--- config.mk ---
export PLATFORM = sky130hd
export DESIGN_NAME = dut
export DESIGN_NICKNAME = d
export VERILOG_FILES = /design/src/rtl/dut_pkg.sv /design/src/rtl/kiwi_divider.sv /design/src/rtl/dut.sv
export SDC_FILE = /design/constraint.sdc
export NUM_CORES = 1
export LEC_CHECK = 0
export CORE_MARGIN = 2
export CORE_UTILIZATION = 60
export DETAILED_ROUTE_END_ITERATION = 10
export GPL_TIMING_DRIVEN = 0
export PLACE_DENSITY = 0.78
export SLEW_MARGIN = 20
export SYNTH_ARGS = -nofsm -noshare
export SYNTH_HDL_FRONTEND = slang
export SYNTH_SLANG_ARGS = --single-unit
--- constraint.sdc ---
create_clock -name clk -period 4.1 [get_ports clk]
set_clock_uncertainty 0.05 [all_clocks]
set_input_delay 1.23 -clock clk [delete_from_list [all_inputs] [get_ports clk]]
set_output_delay 1.23 -clock clk [all_outputs]
set_load 0.05 [all_outputs]
--- src/rtl/dut_pkg.sv ---
// Shared definitions for the division BIST: syndrome codes, FSM states and the
// constant vector table.
package dut_pkg;

    localparam logic [7:0] SYN_RESET    = 8'h00;
    localparam logic [7:0] SYN_RUN      = 8'hFF;
    localparam logic [7:0] SYN_PASS     = 8'h01;
    localparam logic [7:0] SYN_MISMATCH = 8'h02;
    localparam logic [7:0] SYN_DIVERR   = 8'h03;

    typedef enum logic [2:0] {
        StIdle,
        StIssue,
        StWait,
        StCheck,
        StPass,
        StFail
    } state_e;

    typedef struct packed {
        logic [31:0] nn;
        logic [31:0] dd;
        logic [31:0] q;
        logic [31:0] r;
    } vec_t;

    // Vector 6 (divide by zero) only runs when the divide-by-zero test is enabled.
    function automatic vec_t get_vec(input logic [2:0] idx);
        vec_t v;
        unique case (idx)
            3'd0:    v = {32'd100,        32'd7,    32'd14,         32'd2};
            3'd1:    v = {32'hFFFF_FFFF,  32'd1,    32'hFFFF_FFFF,  32'd0};
            3'd2:    v = {32'd12345,      32'd123,  32'd100,        32'd45};
            3'd3:    v = {32'd5,          32'd9,    32'd0,          32'd5};
            3'd4:    v = {32'd1000000,    32'd1000, 32'd1000,       32'd0};
            3'd5:    v = {32'h8000_0000,  32'd3,    32'h2AAA_AAAA,  32'd2};
            3'd6:    v = {32'd7,          32'd0,    32'd0,          32'd0};
            default: v = '0;
        endcase
        return v;
    endfunction

endpackage

--- src/rtl/kiwi_divider.sv ---
// Restoring shift-subtract unsigned 32-bit divider: 32 busy cycles after req,
// then a one-cycle rdy pulse with quotient, remainder and divide-by-zero flag.
module kiwi_divider (
    input  logic        clk,
    input  logic        reset,
    input  logic        req,
    input  logic [31:0] NN,
    input  logic [31:0] DD,
    output logic        rdy,
    output logic [31:0] RR,
    output logic [31:0] REM,
    output logic        err
);

    logic        busy_q;
    logic [4:0]  cnt_q;
    logic [31:0] quo_q, quo_d;
    logic [31:0] rem_q, rem_d;
    logic [31:0] div_q;
    logic        rdy_q;
    logic        err_q;
    logic [32:0] shifted;

    always_comb begin
        shifted = {rem_q, quo_q[31]};
        quo_d   = {quo_q[30:0], 1'b0};
        rem_d   = shifted[31:0];
        if (shifted >= {1'b0, div_q}) begin
            // Partial remainder is below the divisor afterwards, so 32 bits suffice.
            rem_d = shifted[31:0] - div_q;
            quo_d = {quo_q[30:0], 1'b1};
        end
    end

    always_ff @(posedge clk or negedge reset) begin
        if (!reset) begin
            busy_q <= 1'b0;
            cnt_q  <= '0;
            quo_q  <= '0;
            rem_q  <= '0;
            div_q  <= '0;
            rdy_q  <= 1'b0;
            err_q  <= 1'b0;
        end else begin
            rdy_q <= 1'b0;
            if (!busy_q) begin
                if (req) begin
                    busy_q <= 1'b1;
                    cnt_q  <= '0;
                    quo_q  <= NN;
                    rem_q  <= '0;
                    div_q  <= DD;
                    err_q  <= 1'b0;
                end
            end else begin
                quo_q <= quo_d;
                rem_q <= rem_d;
                cnt_q <= cnt_q + 5'd1;
                if (cnt_q == 5'd31) begin
                    busy_q <= 1'b0;
                    rdy_q  <= 1'b1;
                    err_q  <= (div_q == '0);
                end
            end
        end
    end

    assign rdy = rdy_q;
    assign RR  = quo_q;
    assign REM = rem_q;
    assign err = err_q;

endmodule

--- src/rtl/dut.sv ---
// Division BIST top: walks the vector table through the divider, checks each
// result and reports status/verdict on the abend syndrome.
module dut
    import dut_pkg::*;
#(
    parameter bit INJECT_FAULT  = 1'b0,
    parameter bit DIV_ZERO_TEST = 1'b0
) (
    input  logic       clk,
    input  logic       reset,
    output logic [7:0] hpr_abend_syndrome
);

    localparam logic [2:0] LastIdx = DIV_ZERO_TEST ? 3'd6 : 3'd5;

    state_e      state_q, state_d;
    logic [2:0]  idx_q, idx_d;
    logic [7:0]  syn_q, syn_d;
    vec_t        cur;
    logic [31:0] exp_q;
    logic        div_req;
    logic        div_rdy;
    logic        div_err;
    logic [31:0] div_quo;
    logic [31:0] div_rem;

    assign cur   = get_vec(idx_q);
    assign exp_q = (INJECT_FAULT && idx_q == 3'd2) ? (cur.q ^ 32'd1) : cur.q;

    kiwi_divider u_div (
        .clk   (clk),
        .reset (reset),
        .req   (div_req),
        .NN    (cur.nn),
        .DD    (cur.dd),
        .rdy   (div_rdy),
        .RR    (div_quo),
        .REM   (div_rem),
        .err   (div_err)
    );

    always_comb begin
        state_d = state_q;
        idx_d   = idx_q;
        syn_d   = syn_q;
        div_req = 1'b0;
        unique case (state_q)
            StIdle: begin
                state_d = StIssue;
                syn_d   = SYN_RUN;
            end
            StIssue: begin
                div_req = 1'b1;
                state_d = StWait;
            end
            StWait: begin
                if (div_rdy) state_d = StCheck;
            end
            StCheck: begin
                // Divider holds its results after rdy, so they are still valid here.
                if (div_err) begin
                    state_d = StFail;
                    syn_d   = SYN_DIVERR;
                end else if (div_quo != exp_q || div_rem != cur.r) begin
                    state_d = StFail;
                    syn_d   = SYN_MISMATCH;
                end else if (idx_q != LastIdx) begin
                    idx_d   = idx_q + 3'd1;
                    state_d = StIssue;
                end else begin
                    state_d = StPass;
                    syn_d   = SYN_PASS;
                end
            end
            StPass, StFail: ;
            default: state_d = StIdle;
        endcase
    end

    always_ff @(posedge clk or negedge reset) begin
        if (!reset) begin
            state_q <= StIdle;
            idx_q   <= '0;
            syn_q   <= SYN_RESET;
        end else begin
            state_q <= state_d;
            idx_q   <= idx_d;
            syn_q   <= syn_d;
        end
    end

    assign hpr_abend_syndrome = syn_q;

endmodule

==> results of run 1 <==
[how the worst max path moves through the flow]
stage	startpoint	end	slack, ns	depth (start not counted)
4_1_cts	idx_q[2]	idx_q[1]	0.55	9
3_5_place_dp	idx_q[2]	idx_q[1]	0.57	9
2_1_floorplan	u_div.REM[13]	idx_q[1]	0.99	8
5_1_grt	idx_q[2]	idx_q[1]	0.31	9
3_3_place_gp	reset	u_div.REM[24]	-1.42	1
6_report	idx_q[2]	idx_q[1]	0.51	9
[power by group through the flow]
stage	Sequential, mW	Combinational (mW)	Clock (mW)
final	0.867	0.0199	0.585
after global routing	0.867	0.0240	0.631
after CTS	0.867	0.0213	0.590
after detailed placement	0.884	0.0213	0
after global placement	0.885	0.0181	0
after floorplan	0.885	0.00000143	0
[cell usage in the layout (no fill, tap or decap), drive strengths merged, types with 4 or more instances in the layout]
| cell | n |
|---|---|
| nor3 | 24 |
| and3 | 6 |
| a21oi | 37 |
| xnor2 | 25 |
| nand2 | 97 |
| and2 | 5 |
| nor2b | 10 |
| or3 | 7 |
| buf | 9 |
| clkdlybuf4s50 | 8 |
| nor4 | 16 |
| o211ai | 13 |
| nand3 | 17 |
| o21ai | 60 |
| o41ai | 4 |
| ha | 18 |
| a31oi | 10 |
| dfrtp | 88 |
| inv | 22 |
| nand2b | 6 |
| nand4 | 5 |
| o311ai | 4 |
| o22ai | 13 |
| xor2 | 5 |
| or4 | 8 |
| mux2i | 7 |
| nor2 | 43 |
| clkbuf | 45 |
[cell families (layout without fill, tap and decap cells)]
| kind of cell | Yosys count | count (layout) |
|---|---|---|
| compound gates | 167 | 167 |
| xor+xnor | 30 | 30 |
| fa+ha+maj | 19 | 19 |
| buf+inv | 61 | 87 |
| flops | 88 | 88 |
| mux | 8 | 8 |
| simple gates | 252 | 252 |
[worst max-delay path: cells and delay by family (launching register included)]
family,cells,cell delay [ns]
buffers and inverters,2,0.55
AND/OR/NAND/NOR,3,1.16
flip-flops,1,0.33
adder cells (fa/ha/maj),1,0.33
multiplexers,1,0.35
AO/OA/AOI/OAI,2,0.71
[registers in the layout (all words and copies together) (netlist names)]
register and cells:
hpr_abend_syndrome 3, u_div.div_q 7, u_div.REM 32, u_div.RR 32
u_div.rdy 1, u_div.err 1, idx_q 3, state_q 3
u_div.cnt_q 5, u_div.busy_q 1
[per-layer routing]
metal | vias to the layer above | track usage (%)
met5 | - | 0
li1 | 2276 | -
met3 | 29 | 4.581
met1 | 2320 | 43.06
met2 | 170 | 46.15
met4 | 0 | 10.68
[metrics by stage]
stage / util [%] / instances
floorplan: - / 625
global placement: 63.89 / 742
detailed placement: 64.18 / 743
CTS: 66.39 / 759
global route: 66.39 / 759
finish: 66.39 / 759
[cell type report]
type                       instances  area [um^2]
clock inverter                     5        38.79
buffer                            41        180.2
clock buffer                      11        151.4
inverter                          20        75.07
tap                              108        135.1
sequential                        88         2202
fill                             728         2903
multi-input combinational        476         2835
timing repair buffer              10        115.1
==> results.yml, run 1 <==
logic_synthesis:
  synthArstFlopShare_pct: 100.0
  synth.distinct_cells: 60
  synthMuxAreaShare_pct: 1.537
  synth.most_common_cell: "nand2_1"
  synthSimpleGateAreaFrac_pct: 23.19
  yosysTopAreaCellShare_pct: 41.61
  synth_area_mm2: 0.005293
  ys_seq_area_share_pct: 41.61
  synth_top_family_by_area: "simple AND/OR/NAND/NOR gates"
  synth_nets: 646
  yosys_warnings: 0
  synth-seq-cells: 88
  synthXorXnorAreaFrac_pct: 4.965
  synth_ff_type: "dfrtp_1"
  synth_edf_count: 0
  synth_area_leaders: "dfrtp_1, nand2_1, ha_1"
  syn_inst: 625
  yosysTopAreaCell: "dfrtp_1"
  yosys-top-cells-count: "nand2_1, dfrtp_1, nor2_1"
  synth_compound_area_share_pct: 19.24
  syn_avg_cell_area_um2: 8.468
  synth_fa_ha_area_share_pct: 4.634
sta:
  setup_viol: 0
  finalHoldViolCount: 0
  finalSetupTns_ns: 0
  worst_pin_slew_ns: 0.9872
  maxClockFrequency_mhz: 278.2
  slew_headroom_pct: 34.19
  fin_crit_sh_pct: 87.66
  rsz0062_at_grt: "no"
  hold_slack_ns: 0.4579
  setup_ws_ns: 0.5060
  fin_crit_ns: 3.594
  finalMaxSlewViolations: 0
worst_setup_path:
  reg2reg_depth: 9
  crit_path_end_kind: "register"
  crit_fanout: 9
  crit_arrival_ns: 3.80
  r2r-start: "idx_q[2]"
  crit_type: "register to register"
  slowest_stage: "or4_1"
  r2r-end: "idx_q[1]"
  ff2ff_setup_slack_ns: 0.51
  crit_chain: "clkbuf_1 -> inv_1 -> ha_1 -> or4_1 -> a221o_1 -> a2111oi_2 -> nand4b_2 -> nor4_4 -> mux2_1"
  worst_setup_path_start_kind: "register"
  max_stage_delay_ns: 0.54
  crit_required_ns: 4.30
floorplanning:
  rows: 34
  io_pins: 10
  die_h_um: 97.92
  dieArea_mm2: 0.009588
  die_width_um: 97.92
  start_util_pct: 61.29
  design.core.area_mm2: 0.008636
hold_path:
  hold_depth: 2
  hold_class: "register to register"
  min_to: "u_div.REM[31]"
  hp-start: "u_div.REM[31]"
clock_network:
  cts_max_path_buffers: 2
  postCtsHoldBufs: 0
  worstSkewPairLatency_ns: 0.37
  post_cts_buffers: 0
  cts-resized-gates: 0
  cts.sinks: 88
  cts_tree: "done"
  path_clk_slew_ns: 0.09
  root_buffer: "clkbuf_8"
  htreeDepth: 3
  cts_buffers: 9
detailed_routing:
  firstDrtPassIters: 6
  wl_met1_um: 6318
  viasPerCell: 6.318
  drt_wl_total_um: 13560
  vias: 4795
  highest_layer: "met4"
  drt_iter0_markers: 427
  wl_met3_um: 859
  route.met2.wl_um: 6025
  drc_errors: 0
  wl_per_cell_um: 17.86
  drtAntennaViolNets: 0
power_and_ir_drop:
  switching_share_pct: 23.33
  clkPwrFrac_pct: 39.7
  powerDensity_mw_per_mm2: 256.7
  p_seq_share_pct: 58.9
  p_comb_share_pct: 1.4
  ir_worst_vdd_uv: 157.8
  p_int_mw: 1.128
  p_switching_uw: 343.4
  p_leak_nw: 2.594
  p_total_mw: 1.472
place:
  portBuffers: 9
  hpwl_um: 9872
  dp_slack_ns: 0.5698
  place_area_mm2: 0.005543
  gp_congestion: 0.9258
cells_and_area:
  finalNetCount: 667
  syn_to_final_growth_pct: 8.322
  postLayoutCellArea_mm2: 0.005733
  layout-drive-gt1-share_pct: 4.916
  antenna_cells: 0
global_route:
  grt.overflow.total: 0
  grt_max_degree: 49
  antenna_found_initial: 0
  grt_pass1_wl_um: 23090
  grt_usage_pct: 29.83
  grt_pass1_vias: 4629
outcome:
  outcome: "finished clean"
flow_run:
  drv_cap: 0
No activity file was read; power rests on OpenSTA's default activity.
==> run 2: changes to the inputs <==
CORE_ASPECT_RATIO = 2   (was unset)
CORE_UTILIZATION = 55   (was 60)
GPL_ROUTABILITY_DRIVEN = 0   (was unset)
PLACE_DENSITY = 0.73   (was 0.78)
==> run 2 against run 1 <==
  * Sequential cell count did not move
  * Register-to-register slack got worse by 0.17 ns
  * First-iteration DRC count fell by 15%
  * Clock power rose by 42%
  * Critical path type unchanged
  * Largest power group unchanged
==> results.yml, run 2 (synthesis gave the netlist of run 1 again) <==
outcome:
  outcome: "finished clean"
detailed_routing:
  drc_errors: 0
  drt_iter0_markers: 363
  drtAntennaViolNets: 0
  firstDrtPassIters: 5
  vias: 4889
  drt_wl_total_um: 14320
  viasPerCell: 6.475
  wl_per_cell_um: 18.97
worst_setup_path:
  cp_top_family: "simple AND/OR/NAND/NOR gates"
  slowest_stage: "nor2b_1"
  crit_fanout: 10
  reg2reg_depth: 10
  crit_arrival_ns: 3.94
  crit_path_end_kind: "register"
  r2r-start: "idx_q[1]"
  cpMostUsedCell: "clkbuf_1"
  crit_chain: "inv_1 -> ha_1 -> clkbuf_1 -> clkbuf_1 -> nor2b_1 -> nand3_1 -> o31ai_1 -> nand4b_2 -> nor4_4 -> mux2_1"
  ff2ff_setup_slack_ns: 0.34
  crit_type: "register to register"
  max_stage_delay_ns: 0.54
  critPathLaunch: "idx_q[1]"
  r2r-end: "idx_q[1]"
  path_buf_inv: 3
  crit_required_ns: 4.27
  critical_path_depth: 10
  crit_end: "idx_q[1]"
  worst_setup_path_start_kind: "register"
clock_network:
  cts_max_path_buffers: 2
  htreeDepth: 3
  post_cts_buffers: 0
  cts_buffers: 9
  root_buffer: "clkbuf_16"
  worstSkewPairLatency_ns: 0.34
  postCtsHoldBufs: 0
  cts.sinks: 88
  cts-resized-gates: 0
  cts_tree: "done"
  path_clk_slew_ns: 0.07
global_route:
  grt_pass1_vias: 4821
  grt.overflow.total: 0
  grtUsageMet1_pct: 31.84
  antenna_found_initial: 0
  grt_busiest_layer: "met2"
  met2_usage_pct: 50.31
  grt_usage_pct: 28.95
  grt_max_degree: 59
  grt_pass1_wl_um: 23430
  use_met3_pct: 4.305
cells_and_area:
  final_cell_mix: "nand2_1, dfrtp_1, nor2_1, a21oi_1"
  utilization_pct: 62.16
  antenna_cells: 0
  finalNetCount: 667
  layout-drive-gt1-share_pct: 4.762
  postLayoutCellArea_mm2: 0.005833
  syn_to_final_growth_pct: 10.21
  layout_commonest_cell: "nand2_1"
floorplanning:
  die_width_um: 73.37
  io_pins: 10
  rows: 50
  die_h_um: 142.7
  start_util_pct: 56.40
  dieArea_mm2: 0.01047
  design.core.area_mm2: 0.009384
power_and_ir_drop:
  powerDensity_mw_per_mm2: 295.0
  p_leak_nw: 2.645
  ir_worst_vdd_uv: 277.9
  p_total_mw: 1.721
sta:
  worst_pin_slew_ns: 1.053
  slew_headroom_pct: 29.83
  fin_crit_ns: 3.762
  maxClockFrequency_mhz: 265.8
  finalMaxSlewViolations: 0
  setup_viol: 0
  finalHoldViolCount: 0
  rsz0062_at_grt: "no"
  finalSetupTns_ns: 0
  fin_crit_sh_pct: 91.76
hold_path:
  hold_class: "register to register"
place:
  hpwl_um: 10610
  place_area_mm2: 0.005538
  portBuffers: 9
flow_run:
  drv_cap: 0
==> run 2: cell types whose count changed in the layout (fill, tap and decap cells not counted), sizes merged <==
cell / delta
clkinvlp: -1
clkbuf: -1
bufinv: +1
clkinv: +1
==> run 2: worst min path at each step <==
stage / start / to / slack (ns) / cells past startpoint
3_5_place_dp: u_div.REM[31] / u_div.REM[31] / 0.44 / 2
3_3_place_gp: u_div.REM[31] / u_div.REM[31] / 0.42 / 2
4_1_cts: u_div.REM[31] / u_div.REM[31] / 0.45 / 2
5_1_grt: u_div.REM[31] / u_div.REM[31] / 0.46 / 2
6_report: u_div.REM[31] / u_div.REM[31] / 0.46 / 2
2_1_floorplan: u_div.REM[31] / u_div.REM[31] / 0.41 / 2
==> run 2: layout make-up <==
cell class / instances / area, um^2
inverter: 20 / 75.07
timing repair buffer: 10 / 115.1
clock inverter: 6 / 66.31
buffer: 41 / 180.2
clock buffer: 10 / 229.0
multi-input combinational: 476 / 2835
tap: 104 / 130.1
fill: 804 / 3551
sequential: 88 / 2202
==> run 2: routing by layer <==
layer  routed length (um)  part of all wire, %
met1                 5303                   37
met2                 7534                   53
met3                  593                  4.1
met4                  888                  6.2
met5                    0                    0
==> run 2: power by group <==
part / switching [mW] / internal (mW) / leakage [nW] / total, mW
logic: 0.0172 / 0.00335 / 1.48 / 0.0206
clock network: 0.356 / 0.476 / 0.147 / 0.832
registers: 0 / 0.868 / 1.02 / 0.868
total: 0.374 / 1.35 / 2.65 / 1.72
==> run 2: worst register-to-register path: stages, from the launching register on <==
cell and delay (ns):
dfrtp_1 0.43, inv_1 0.13, ha_1 0.15, clkbuf_1 0.29
clkbuf_1 0.40, nor2b_1 0.54, nand3_1 0.14, o31ai_1 0.50
nand4b_2 0.28, nor4_4 0.38, mux2_1 0.36
==> run 2: stage by stage <==
| step | worst slack, ns | hold slack (ns) | instances |
|---|---|---|---|
| 2_1_floorplan | 0.9936 | 0.4066 | 625 |
| 3_3_place_gp | -1.411 | 0.4212 | 738 |
| 3_5_place_dp | 0.4305 | 0.4416 | 739 |
| 4_1_cts | 0.4101 | 0.4526 | 755 |
| 5_1_grt | 0.1350 | 0.4586 | 755 |
| 6_report | 0.3377 | 0.4556 | 755 |
